[config.mk]
export PLATFORM = sky130hd
export DESIGN_NAME = tt_um_adder8_seq_flat
export DESIGN_NICKNAME = d
export VERILOG_FILES = /design/src/rtl/tt_um_adder8_seq_pkg.sv /design/src/rtl/tt_um_adder8_seq_if.sv /design/src/rtl/tt_um_adder8_seq_sync.sv /design/src/rtl/tt_um_adder8_seq.sv /design/src/flat_wrapper.sv
export SDC_FILE = /design/constraint.sdc
export NUM_CORES = 1
export LEC_CHECK = 0
export CAP_MARGIN = 25
export CORE_MARGIN = 2
export CORE_UTILIZATION = 30
export DETAILED_ROUTE_END_ITERATION = 6
export PLACE_DENSITY = 0.6
export SLEW_MARGIN = 20
export SYNTH_ARGS = -nofsm -noshare
export SYNTH_HDL_FRONTEND = slang
export SYNTH_HIERARCHICAL = 1
export SYNTH_SLANG_ARGS = --single-unit
export TNS_END_PERCENT = 50
[constraint.sdc]
create_clock -name clk -period 4.25 [get_ports clk]
set_clock_uncertainty 0.05 [all_clocks]
set_input_delay 0.6375 -clock clk [delete_from_list [all_inputs] [get_ports clk]]
set_output_delay 0.6375 -clock clk [all_outputs]
set_load 0.01 [all_outputs]
[src/rtl/tt_um_adder8_seq_pkg.sv]
// rtl/tt_um_adder8_seq_pkg.sv - shared encodings for the 8-bit operand sequencer/adder tile
package tt_um_adder8_seq_pkg;

  localparam int WIDTH = 8;

  typedef enum logic [1:0] {
    ST_WAIT_A = 2'b00,
    ST_WAIT_B = 2'b01,
    ST_ACCUM  = 2'b10
  } state_t;

  localparam int STB_BIT   = 0;
  localparam int MODE_BIT  = 1;
  localparam int CLR_BIT   = 2;
  localparam int CARRY_BIT = 7;
  localparam int VALID_BIT = 6;

  localparam logic [7:0] UIO_OE_VAL = 8'hF0;

endpackage

[src/rtl/tt_um_adder8_seq_if.sv]
// rtl/tt_um_adder8_seq_if.sv - tile pin bundle shared by the adder tile and its driver
interface tt_um_adder8_seq_if;
  import tt_um_adder8_seq_pkg::*;

  logic             ena;
  logic [WIDTH-1:0] ui_in;
  logic [7:0]       uio_in;
  logic [WIDTH-1:0] uo_out;
  logic [7:0]       uio_out;
  logic [7:0]       uio_oe;

  modport master (
    output ena, ui_in, uio_in,
    input  uo_out, uio_out, uio_oe
  );

  modport slave (
    input  ena, ui_in, uio_in,
    output uo_out, uio_out, uio_oe
  );

endinterface

[src/rtl/tt_um_adder8_seq_sync.sv]
// rtl/tt_um_adder8_seq_sync.sv - multi-flop synchroniser with one-clock rising-edge pulse
module tt_sync_rise #(
  parameter int STAGES = 2
) (
  input  logic clk,
  input  logic rst_n,
  input  logic d,
  output logic sync,
  output logic pulse
);

  logic [STAGES-1:0] chain;
  logic              delay;

  always_ff @(posedge clk or negedge rst_n) begin
    if (!rst_n) begin
      chain <= '0;
      delay <= 1'b0;
    end else begin
      chain <= {chain[STAGES-2:0], d};
      delay <= chain[STAGES-1];
    end
  end

  assign sync  = chain[STAGES-1];
  assign pulse = sync & ~delay;

endmodule

[src/rtl/tt_um_adder8_seq.sv]
// rtl/tt_um_adder8_seq.sv - strobed operand sequencer with registered pair-add / accumulate
module tt_um_adder8_seq
  import tt_um_adder8_seq_pkg::*;
#(
  parameter int SYNC_STAGES = 2
) (
  input logic                 clk,
  input logic                 rst_n,
  tt_um_adder8_seq_if.slave   bus
);

  state_t           state, state_nxt;
  logic [WIDTH-1:0] a_reg, a_nxt;
  logic [WIDTH-1:0] acc, acc_nxt;
  logic [WIDTH-1:0] result, result_nxt;
  logic             carry, carry_nxt;
  logic             valid, valid_nxt;

  logic             stb_pulse;
  logic             clr_level;
  logic             stb_level_unused;
  logic             clr_pulse_unused;
  logic             unused_pins;

  logic [WIDTH-1:0] operand;
  logic [WIDTH:0]   sum;

  tt_sync_rise #(.STAGES(SYNC_STAGES)) u_stb_sync (
    .clk   (clk),
    .rst_n (rst_n),
    .d     (bus.uio_in[STB_BIT]),
    .sync  (stb_level_unused),
    .pulse (stb_pulse)
  );

  tt_sync_rise #(.STAGES(SYNC_STAGES)) u_clr_sync (
    .clk   (clk),
    .rst_n (rst_n),
    .d     (bus.uio_in[CLR_BIT]),
    .sync  (clr_level),
    .pulse (clr_pulse_unused)
  );

  assign unused_pins = &{1'b0, bus.ena, bus.uio_in[7:3]};

  // One adder serves both modes: the pending A only matters while finishing a pair.
  assign operand = (state == ST_WAIT_B) ? a_reg : acc;
  assign sum     = {1'b0, operand} + {1'b0, bus.ui_in};

  always_ff @(posedge clk or negedge rst_n) begin
    if (!rst_n) begin
      state  <= ST_WAIT_A;
      a_reg  <= '0;
      acc    <= '0;
      result <= '0;
      carry  <= 1'b0;
      valid  <= 1'b0;
    end else begin
      state  <= state_nxt;
      a_reg  <= a_nxt;
      acc    <= acc_nxt;
      result <= result_nxt;
      carry  <= carry_nxt;
      valid  <= valid_nxt;
    end
  end

  always_comb begin
    state_nxt  = state;
    a_nxt      = a_reg;
    acc_nxt    = acc;
    result_nxt = result;
    carry_nxt  = carry;
    valid_nxt  = valid;
    if (clr_level) begin
      state_nxt  = ST_WAIT_A;
      acc_nxt    = '0;
      result_nxt = '0;
      carry_nxt  = 1'b0;
      valid_nxt  = 1'b0;
    end else if (stb_pulse) begin
      case (state)
        ST_WAIT_B: begin
          result_nxt = sum[WIDTH-1:0];
          carry_nxt  = sum[WIDTH];
          valid_nxt  = 1'b1;
          state_nxt  = ST_WAIT_A;
        end
        ST_WAIT_A, ST_ACCUM: begin
          if (bus.uio_in[MODE_BIT]) begin
            acc_nxt    = sum[WIDTH-1:0];
            result_nxt = sum[WIDTH-1:0];
            carry_nxt  = sum[WIDTH];
            valid_nxt  = 1'b1;
            state_nxt  = ST_ACCUM;
          end else begin
            a_nxt     = bus.ui_in;
            valid_nxt = 1'b0;
            state_nxt = ST_WAIT_B;
          end
        end
        default: state_nxt = ST_WAIT_A;
      endcase
    end
  end

  assign bus.uo_out  = result;
  assign bus.uio_out = {carry, valid, state, 4'b0000};
  assign bus.uio_oe  = UIO_OE_VAL;

endmodule

[src/flat_wrapper.sv]
// flat-port wrapper written by rule: the top's interface ports become plain ports
module tt_um_adder8_seq_flat import tt_um_adder8_seq_pkg::*;
#(
  parameter int SYNC_STAGES = 2
)
  (clk, rst_n, bus_ena, bus_ui_in, bus_uio_in, bus_uo_out, bus_uio_out, bus_uio_oe);
  tt_um_adder8_seq_if bus_i ();
  input logic clk;
  input logic rst_n;
  input wire logic [$bits(bus_i.ena)-1:0] bus_ena;
  input wire logic [$bits(bus_i.ui_in)-1:0] bus_ui_in;
  input wire logic [$bits(bus_i.uio_in)-1:0] bus_uio_in;
  output wire logic [$bits(bus_i.uo_out)-1:0] bus_uo_out;
  output wire logic [$bits(bus_i.uio_out)-1:0] bus_uio_out;
  output wire logic [$bits(bus_i.uio_oe)-1:0] bus_uio_oe;
  assign bus_i.ena = bus_ena;
  assign bus_i.ui_in = bus_ui_in;
  assign bus_i.uio_in = bus_uio_in;
  assign bus_uo_out = bus_i.uo_out;
  assign bus_uio_out = bus_i.uio_out;
  assign bus_uio_oe = bus_i.uio_oe;
  tt_um_adder8_seq #(.SYNC_STAGES(SYNC_STAGES)) u_core (.clk(clk), .rst_n(rst_n), .bus(bus_i));
endmodule
==> results of run 1 <==
-- routing by layer --
layer  wire [um]  up-vias  GRT usage
li1            -      592          -
met1        1510      579      0.138
met2        1560       21      0.180
met3         142        7     0.0311
met4          73        0     0.0508
met5           0        -          0
-- cell type report --
cell class | count | area [um^2]
inverter | 4 | 15.0
clock buffer | 7 | 86.3
tap | 75 | 93.8
timing repair buffer | 25 | 248
fill | 585 | 3690
multi-input combinational | 117 | 860
clock inverter | 1 | 30.0
sequential | 33 | 826
-- cells in the final DEF, fill, tap and decap left out, types with 3 or more instances in the layout --
| master | instances |
|---|---|
| a21oi_1 | 10 |
| a22o_1 | 5 |
| clkbuf_8 | 6 |
| clkdlybuf4s50_1 | 24 |
| conb_1 | 12 |
| dfrtp_1 | 33 |
| ha_1 | 8 |
| inv_1 | 4 |
| mux2_2 | 16 |
| mux2i_1 | 3 |
| nand2_1 | 8 |
| nand2b_1 | 7 |
| nor2_1 | 12 |
| nor2b_1 | 4 |
| o31ai_1 | 4 |
| xor2_1 | 3 |
-- critical path, stage by stage, from the launching register on --
cell      delay [ns]
dfrtp_1         0.45
nand2b_1        0.41
mux2_2          0.41
ha_1            0.30
a211oi_2        0.22
o21ai_1         0.12
a41oi_1         0.36
nor4_1          0.08
a221o_1         0.29
-- power groups by stage --
stage	Clock (mW)	Sequential (mW)	Combinational, mW
2_1_floorplan	0	0.375	0.104
3_3_place_gp	0	0.377	0.153
3_5_place_dp	0	0.378	0.154
4_1_cts	0.312	0.372	0.155
5_1_grt	0.327	0.376	0.171
6_report	0.302	0.371	0.153
-- how the worst max path moves through the flow --
stage | to | slack [ns] | cells after the start
5_1_grt | u_core/acc[7]$_DFFE_PN0P_ | 1.25 | 8
3_5_place_dp | u_core/acc[7]$_DFFE_PN0P_ | 1.42 | 8
3_3_place_gp | u_core/acc[7]$_DFFE_PN0P_ | 1.40 | 8
2_1_floorplan | u_core/acc[7]$_DFFE_PN0P_ | 1.79 | 9
4_1_cts | u_core/acc[7]$_DFFE_PN0P_ | 1.41 | 8
6_report | u_core/acc[7]$_DFFE_PN0P_ | 1.45 | 8
-- metrics by stage --
| stage | total power, mW | instances | cell area, um^2 |
|---|---|---|---|
| 2_1_floorplan | 0.479 | 173 | 1830 |
| 3_3_place_gp | 0.530 | 254 | 2040 |
| 3_5_place_dp | 0.532 | 254 | 2040 |
| 4_1_cts | 0.839 | 262 | 2160 |
| 5_1_grt | 0.874 | 262 | 2160 |
| 6_report | 0.826 | 262 | 2160 |
==> results.cfg, run 1 <==
[clock_network]
clock-root-buffer = clkbuf_8
htreeDepth = 2
postCtsResizedCells = 0
cts_buffers = 5
path_clk_slew_ns = 0.07
cts_setup_buffers = 0
cts_hold_buf = 0
clk_path_buf_depth = 2
clock_latency_ns = 0.28
cts_tree = yes
clock_sinks = 33

[floorplanning]
ios = 43
start_util = 0.307
die_x_um = 81.4
die_h_um = 81.4
rows = 28
coreArea_um2 = 5850
die-area_um2 = 6620

[sta]
final_hold_viol_count = 0
setup_slack_ns = 1.45
relSlewSlack = 0.478
period_needed_ns = 2.80
maxSlewViolCount = 0
setup_viol = 0
max_freq_mhz = 358
tightest_slew_ns = 0.783
final.period_utilization = 0.658
hold_slack_ns = 0.299
tns_ns = 0
rsz0062_at_grt = false

[hold_path]
hold_path.class = flop to flop
hp-start = u_core/u_stb_sync/chain[0]$_DFF_PN0_
hold_depth = 0
hold_end = u_core/u_stb_sync/chain[1]$_DFF_PN0_

[final_layout]
insertedDiodeCount = 0
final_core_util = 0.369
layout-area-overhead-vs-synth_pct = 20.2
fin_nets = 214
layout-drive-gt1-share = 0.166

[power]
switchingPower_mw = 0.204
p_int_mw = 0.622
pwr-share-comb = 0.185
p_leak_nw = 0.981
clkPwrFrac = 0.366
switching_share = 0.247
power_density_nw_per_um2 = 383
pwr-share-seq = 0.449
irDropWorstVdd_mv = 0.160

[yosys]
ys_warn_count = 6
syn-cell-area_um2 = 1800
avgSynthCellArea_um2 = 11.0
postSynthCellCount = 163

[setup_path]
ff2ff_setup_slack_ns = 1.45
startpoint_type = flop
setup.worst_path.end_class = flop
reg2reg_depth = 8
worstPathArrival_ns = 2.92
cp-startpoint = u_core/state[0]$_DFFE_PN0P_
required_ns = 4.37
rr_endpoint = u_core/acc[7]$_DFFE_PN0P_
crit_path_max_fanout = 9
worstReg2RegStart = u_core/state[0]$_DFFE_PN0P_
criticalPathCategory = flop to flop

[routing]
dr.pass1.iters = 4
post-route-drc-count = 0
wl_per_cell_um = 12.5
routed_wl_mm = 3.28
vias_per_cell = 4.58
drt-initial-drc-count = 44
vias = 1199
ant_nets = 0

[place]
dp_slack_ns = 1.42
dp_hpwl_mm = 2.30
portBuffers = 24
place.gp.congestion = 0.735

[global_routing]
grt_start_max_net_pins = 34
grt_first_pass_wirelength_mm = 5.52
track_usage = 0.112
antenna_found_initial = 0
gr-total-overflow = 0
grt_pass1_vias = 1184

[status]
status = finished clean

[flow_run]
drv_cap = 0
Note: power is estimated with default switching activity, not from simulation.
==> inputs of run 2 (changes only) <==
clock period = 2.8 ns   (was 4.25 ns; I/O delays follow)
==> results.cfg, run 2 (synthesized netlist as in run 1, its figures left out) <==
[global_routing]
track_usage = 0.112
antenna_found_initial = 0
gr-total-overflow = 0
grt_start_max_net_pins = 34
grt_pass1_vias = 1156
grt_first_pass_wirelength_mm = 5.63

[setup_path]
cp_cell_sequence = nand2b_2 -> mux2_2 -> ha_1 -> inv_1 -> fa_1 -> nand2b_1 -> a21oi_1 -> a211o_1 -> xor2_1 -> a22o_1
cp_num_buf_inv = 1
required_ns = 2.97
crit_path_max_fanout = 7
criticalPathCategory = flop to flop
worstPathArrival_ns = 2.74
cp-startpoint = u_core/state[1]$_DFFE_PN0P_
worstReg2RegStart = u_core/state[1]$_DFFE_PN0P_
cpMaxStageDelayCell = fa_1
path_delay_family = adder cells
setup.worst_path.end_class = flop
critPathMaxStageDelay_ns = 0.39
startpoint_type = flop
ff2ff_setup_slack_ns = 0.23

[clock_network]
postCtsResizedCells = 0
cts_buffers = 5
path_clk_slew_ns = 0.07
clk_path_buf_depth = 2
htreeDepth = 2
cts_tree = yes
cts_setup_buffers = 0
clock_latency_ns = 0.28
clock-root-buffer = clkbuf_8
clock_sinks = 33
cts_hold_buf = 0

[floorplanning]
coreArea_um2 = 5850
die-area_um2 = 6620
ios = 43
start_util = 0.307
rows = 28
die_x_um = 81.4
die_h_um = 81.4

[final_layout]
layout-drive-gt1-share = 0.197
most-common-layout-cells = 33 x dfrtp_1, 24 x clkdlybuf4s50_1, 16 x mux2_2
fill_cells = 582
fin_nets = 220
layout-area-overhead-vs-synth_pct = 22.9
insertedDiodeCount = 0
final_core_util = 0.377
final_common_cell = dfrtp_1

[sta]
final.period_utilization = 0.916
setup_viol = 0
tightest_slew_ns = 0.824
tns_ns = 0
rsz0062_at_grt = false
maxSlewViolCount = 0
relSlewSlack = 0.450
max_freq_mhz = 390
final_hold_viol_count = 0
period_needed_ns = 2.57

[place]
portBuffers = 24
dp_hpwl_mm = 2.46
place.gp.congestion = 0.710

[routing]
vias = 1227
drt-initial-drc-count = 51
wl_per_cell_um = 12.6
routed_wl_mm = 3.37
dr.pass1.iters = 4
ant_nets = 0
post-route-drc-count = 0
vias_per_cell = 4.58

[status]
status = finished clean

[hold_path]
hp-start = u_core/u_clr_sync/chain[0]$_DFF_PN0_
hold_path.class = flop to flop

[power]
power_density_nw_per_um2 = 571
irDropWorstVdd_mv = 0.206
p_leak_nw = 1.01

[flow_run]
drv_cap = 0
## run 2: cell count changes in the layout (fill, tap and decap cells not counted)
cell / delta
nand2b_1: -1
nand2b_2: +1
buf_4: +6
## run 2: cell type report
cell class                      count  area, um^2  share of cell area
Clock buffer                        7        86.3              0.0391
Clock inverter                      1        30.0              0.0136
Inverter                            4        15.0             0.00681
Multi-Input combinational cell    117         862               0.391
Sequential cell                    33         826               0.374
Tap cell                           75        93.8              0.0425
Timing Repair Buffer               31         293               0.133
## run 2: per-stage QoR
stage	setup slack (ns)	power [mW]	cells	instance area, um^2	hold WS (ns)
floorplan	0.339	0.727	173	1830	0.0744
global placement	0.143	0.811	260	2090	0.283
global route	0.0478	1.33	268	2210	0.321
CTS	0.0991	1.28	268	2200	0.305
finish	0.234	1.26	268	2210	0.304
detailed placement	0.119	0.815	260	2090	0.290
## run 2: layer usage
layer	share of wire	global-route usage	up-vias
met4	0.018	0.0508	0
met3	0.049	0.0322	5
met2	0.47	0.171	29
met5	0	0	-
met1	0.46	0.147	592
li1	-	-	601
## run 2: final timing paths
check / to / depth (start not counted)
min in group asynchronous: u_core/bus.uo_out[6]$_DFFE_PN0P_ / 2
worst max register to register: u_core/acc[6]$_DFFE_PN0P_ / 10
worst min-delay path: u_core/u_clr_sync/chain[1]$_DFF_PN0_ / 0
worst max-delay path: u_core/acc[6]$_DFFE_PN0P_ / 10
max in group asynchronous: u_core/acc[2]$_DFFE_PN0P_ / 2
worst min register to register: u_core/u_clr_sync/chain[1]$_DFF_PN0_ / 0
## run 2: worst reg2reg max path, delay by kind of cell, from the launching register on
family                     cells  cell delay [ns]
AOI/OAI and AO/OA              3             0.47
xor gates and xnor gates       1             0.22
adders and majority gates      2             0.59
buffers and inverters          1             0.07
DFF                            1             0.37
muxes                          1             0.27
and+or+nand+nor                2             0.46
## run 2: report_power, final
part | internal, mW | total (mW) | leakage (nW) | switching (mW)
clock network | 0.290 | 0.458 | 0.0585 | 0.168
registers | 0.531 | 0.562 | 0.423 | 0.0316
logic | 0.129 | 0.241 | 0.529 | 0.111
total | 0.950 | 1.26 | 1.01 | 0.310
